<file path="config.mk">
export PLATFORM = sky130hd
export DESIGN_NAME = block_loader
export DESIGN_NICKNAME = d
export VERILOG_FILES = /design/src/rtl/bcx_pkg.sv /design/src/rtl/block_loader_beat_packer.sv /design/src/rtl/block_loader.sv
export SDC_FILE = /design/constraint.sdc
export NUM_CORES = 2
export LEC_CHECK = 0
export CAP_MARGIN = 20
export CORE_MARGIN = 1.5
export CORE_UTILIZATION = 59
export CTS_BUF_LIST = sky130_fd_sc_hd__clkbuf_16
export DETAILED_ROUTE_END_ITERATION = 6
export MAX_ROUTING_LAYER = met4
export PLACE_DENSITY_LB_ADDON = 0.08
export SYNTH_ARGS = -nofsm -noshare
export SYNTH_HDL_FRONTEND = slang
export SYNTH_SLANG_ARGS = --single-unit
</file>
<file path="constraint.sdc">
create_clock -name clk -period 5.31 [get_ports clk]
set_clock_uncertainty 0.1 [all_clocks]
set_input_delay 1.062 -clock clk [delete_from_list [all_inputs] [get_ports clk]]
set_output_delay 1.062 -clock clk [all_outputs]
set_load 0.03 [all_outputs]
</file>
<file path="src/rtl/bcx_pkg.sv">
// Shared definitions for the block assembly and storage path.
// Field offsets locate each 32-bit word of the packed {a..h,w1..w3} state.
package bcx_pkg;

  localparam int BLOCK_BITS = 352;
  localparam int WORD_BITS  = 32;

  typedef logic [BLOCK_BITS-1:0] block_t;

  localparam int OFF_A  = 320;
  localparam int OFF_B  = 288;
  localparam int OFF_C  = 256;
  localparam int OFF_D  = 224;
  localparam int OFF_E  = 192;
  localparam int OFF_F  = 160;
  localparam int OFF_G  = 128;
  localparam int OFF_H  = 96;
  localparam int OFF_W1 = 64;
  localparam int OFF_W2 = 32;
  localparam int OFF_W3 = 0;

endpackage

</file>
<file path="src/rtl/block_loader_beat_packer.sv">
// Assembly shift register and beat counter for block_loader.
// A count of BEATS means a full block is parked here waiting for the holding register.
module beat_packer
  import bcx_pkg::*;
#(
  parameter int IN_WIDTH = 8
) (
  input  logic                clk,
  input  logic                rst,
  input  logic                write_valid_i,
  input  logic [IN_WIDTH-1:0] block_data_i,
  input  logic                free_i,
  output logic                write_ready_o,
  output logic                complete_next_o,
  output logic                stalled_o,
  output block_t              asm_o,
  output block_t              packed_o
);

  localparam int BEATS = BLOCK_BITS / IN_WIDTH;
  localparam int CW    = $clog2(BEATS + 1);
  localparam logic [CW-1:0] LAST_CNT  = CW'(BEATS - 1);
  localparam logic [CW-1:0] STALL_CNT = CW'(BEATS);

  block_t        asm_q, asm_d;
  logic [CW-1:0] cnt_q, cnt_d;
  logic          acc;

  assign write_ready_o   = !rst && (cnt_q != STALL_CNT);
  assign acc             = write_valid_i && write_ready_o;
  assign complete_next_o = acc && (cnt_q == LAST_CNT);
  assign stalled_o       = (cnt_q == STALL_CNT);
  assign packed_o        = {asm_q[BLOCK_BITS-IN_WIDTH-1:0], block_data_i};
  assign asm_o           = asm_q;

  // A completing beat with nowhere to go parks the block by moving the count to BEATS.
  always_comb begin
    asm_d = asm_q;
    cnt_d = cnt_q;
    if (acc) asm_d = packed_o;
    if ((complete_next_o || stalled_o) && free_i) cnt_d = '0;
    else if (complete_next_o)                     cnt_d = STALL_CNT;
    else if (acc)                                 cnt_d = cnt_q + 1'b1;
  end

  always_ff @(posedge clk) begin
    if (rst) begin
      asm_q <= '0;
      cnt_q <= '0;
    end else begin
      asm_q <= asm_d;
      cnt_q <= cnt_d;
    end
  end

endmodule

</file>
<file path="src/rtl/block_loader.sv">
// Packs narrow host beats into 352-bit blocks and double-buffers them for block_storage.
// A pop and a refill of the holding register may happen on the same edge.
module block_loader
  import bcx_pkg::*;
#(
  parameter int IN_WIDTH = 8
) (
  input  logic                  clk,
  input  logic                  rst,
  input  logic                  write_valid,
  output logic                  write_ready,
  input  logic [IN_WIDTH-1:0]   block_data,
  input  logic                  read,
  output logic                  full,
  output logic [BLOCK_BITS-1:0] out,
  output logic [15:0]           blocks_loaded
);

  if (BLOCK_BITS % IN_WIDTH != 0) begin : g_width_check
    $error("block_loader: IN_WIDTH must divide 352");
  end

  block_t      out_q, out_d;
  logic        full_q, full_d;
  logic [15:0] loaded_q, loaded_d;
  logic        free, xfer, complete_next, stalled;
  block_t      asm_blk, packed_blk;

  assign free = !full_q || read;
  assign xfer = (complete_next || stalled) && free;

  beat_packer #(.IN_WIDTH(IN_WIDTH)) u_packer (
    .clk             (clk),
    .rst             (rst),
    .write_valid_i   (write_valid),
    .block_data_i    (block_data),
    .free_i          (free),
    .write_ready_o   (write_ready),
    .complete_next_o (complete_next),
    .stalled_o       (stalled),
    .asm_o           (asm_blk),
    .packed_o        (packed_blk)
  );

  // The final beat bypasses the assembly register so the block lands one edge earlier.
  always_comb begin
    out_d    = out_q;
    full_d   = full_q;
    loaded_d = loaded_q;
    if (xfer) begin
      out_d    = complete_next ? packed_blk : asm_blk;
      full_d   = 1'b1;
      loaded_d = loaded_q + 16'd1;
    end else if (read && full_q) begin
      full_d = 1'b0;
    end
  end

  always_ff @(posedge clk) begin
    if (rst) begin
      out_q    <= '0;
      full_q   <= 1'b0;
      loaded_q <= '0;
    end else begin
      out_q    <= out_d;
      full_q   <= full_d;
      loaded_q <= loaded_d;
    end
  end

  assign out           = out_q;
  assign full          = full_q;
  assign blocks_loaded = loaded_q;

endmodule
</file>
==> out/metrics.cfg <==
[power_and_ir_drop]
total_power_mw = 10.6
p_per_area_nw_per_um2 = 314
p_leak_nw = 9.96
ir_drop_v = 0.000284

[placement]
port_buffers = 381
gp_congestion = 0.886
dpl_cell_area_um2 = 31700
hpwl_um = 47600
place_ws_ns = 1.02
place_inst = 4309

[setup_path]
r2r_setup_slack_ns = 2.21
start_kind = input pin
crit_arrival_ns = 4.07
end_kind = flip-flop
critical_path_class = in -> reg
crit_path_start = rst
path_max_fanout = 209
reg2reg_from = u_packer.cnt_q[0]
cp.required_ns = 5.69

[sta]
fmax_ghz = 0.271
rsz0062_at_grt = no
fin_crit_ns = 3.69
relSlewSlack = 0.259
setup_ws_ns = 1.62
fin_crit_sh = 0.695
tightestPinTransition_ns = 1.11
drv_slew = 0
setup_tns_ns = 0
finalHoldViolCount = 0
holdWs_ns = 0.358
setup_violations = 0

[layout]
drive_gt1_frac = 0.0329
synthToLayoutAreaGrowth_pct = 21.5
fin_util = 0.728
finalNetCount = 3792
antenna_cells = 0
fin_cells = 4436
final_area_um2 = 33900

[clocking]
root_buffer = clkbuf_16
cts_buffers = 73
cts_resized = 0
cts_tree = done
htree_levels = 3
clkSlewWorstSetupHoldPaths_ns = 0.06
cts_setup_buffers = 0
cts_sinks = 727
clock_latency_ns = 0.60
cts_buffer_depth = 3
cts_hold_buf = 0

[global_routing]
grt_pass1_vias = 23473
met1_usage = 0.415
met3_usage = 0.0661
grt_usage = 0.321
gr-max-usage-layer = met2
grt_max_degree = 210
grt_pass1_wl_um = 123000
grt_remaining_overflow = 0
antenna_found_initial = 0
met2_usage = 0.498

[logic_synthesis]
synth_area_leaders = dfxtp_1 52%, nand2_1 19%, a311oi_1 11%
syn_nets = 3630
ys_types = 35
syn-instance-count = 3615
netlist_area_um2 = 27900
synth_seq_cells = 727
yosysTopAreaCellShare = 0.521
yosysMostFrequentCell = nand2_1
synth_async_sr_flop_share = 0
syn_avg_cell_area_um2 = 7.73
ys_warn_count = 0
yosys-top-cells-count = 1416 x nand2_1, 727 x dfxtp_1, 360 x nor2_1
synth_edf_count = 0
synth_top_area_cell = dfxtp_1
synth_ff_type = dfxtp_1
ys_seq_area_frac = 0.521

[die]
initial_core_util = 0.599
fp.dieW_um = 221
fp.dieH_um = 221
core-area_um2 = 46700
ios = 382
num_rows = 79
dieArea_um2 = 48700

[route]
first_pass_iters = 7
drt_iter0_drc = 2913
via_per_inst = 5.80
wl_um = 78300
routedWlPerCell_um = 17.6
drc = 26
drtAntennaViolNets = 0
vias = 25743

[status]
outcome = finished, violations left
violations = design-rule violations

[job]
drv_cap = 0

[min_path]
hold_class = reg -> reg
worstHoldStart = u_packer.asm_o[348]

==> state kept, by name, summed over array words and instances (netlist names) <==
name,count
blocks_loaded,16
u_packer.cnt_q,6
full,1
u_packer.asm_o,352
out,352
==> final timing paths <==
check / to / cells after the start
hold reg to reg: u_packer.asm_o[348] / 2
setup / recovery: out[19] / 6
hold / removal: u_packer.asm_o[348] / 2
setup reg to reg: out[19] / 6
==> worst max-delay path: stages <==
cell       delay, ns
buf_8           0.55
nand4bb_4       0.33
buf_12          0.63
buf_4           0.81
nand2_1         0.13
a311oi_1        0.33
==> layout by cell type, fill, tap and decap left out, types with 4 or more instances in the layout <==
master	count
buf_4	11
nand3_1	7
o21ai_0	355
clkdlybuf4s50_1	380
nand2_1	1416
bufinv_16	6
inv_1	18
clkinv_1	21
o31ai_1	8
or4_1	8
buf_12	15
nor2_1	360
clkbuf_16	75
nand4_1	5
a21oi_1	13
a311oi_1	352
clkinv_2	7
nor4_1	4
dfxtp_1	727
==> power by group <==
group | switching, mW | leakage (nW) | internal (mW)
Clock | 2.11 | 1.16 | 2.84
Combinational | 0.184 | 2.95 | 0.0352
Sequential | 0.0135 | 5.86 | 5.46
==> final cells by class <==
cell class / count / area [um^2]
flip-flops and latches: 727 / 14600
fillers: 3616 / 12700
multi-input cells: 2563 / 12100
repair buffers: 407 / 4200
clock buffers: 75 / 1880
well taps: 607 / 759
clock inverters: 52 / 380
inverters: 5 / 26.3
==> cells by family (layout without fill, tap and decap cells) <==
group	after synthesis	count (layout)	share of synthesized area
mux	3	3	0.00116
compound gates	737	737	0.181
buf+inv	325	539	0.0462
flops	727	727	0.521
simple gates	1816	1816	0.248
xor+xnor	4	4	0.00125
fa+ha+maj	3	3	0.00134
==> routing by layer <==
metal	vias up	share of wire
li1	12500	-
met1	12188	0.42
met2	894	0.46
met3	161	0.080
met4	0	0.035
met5	-	0
Note: power is estimated with default switching activity, not from simulation.
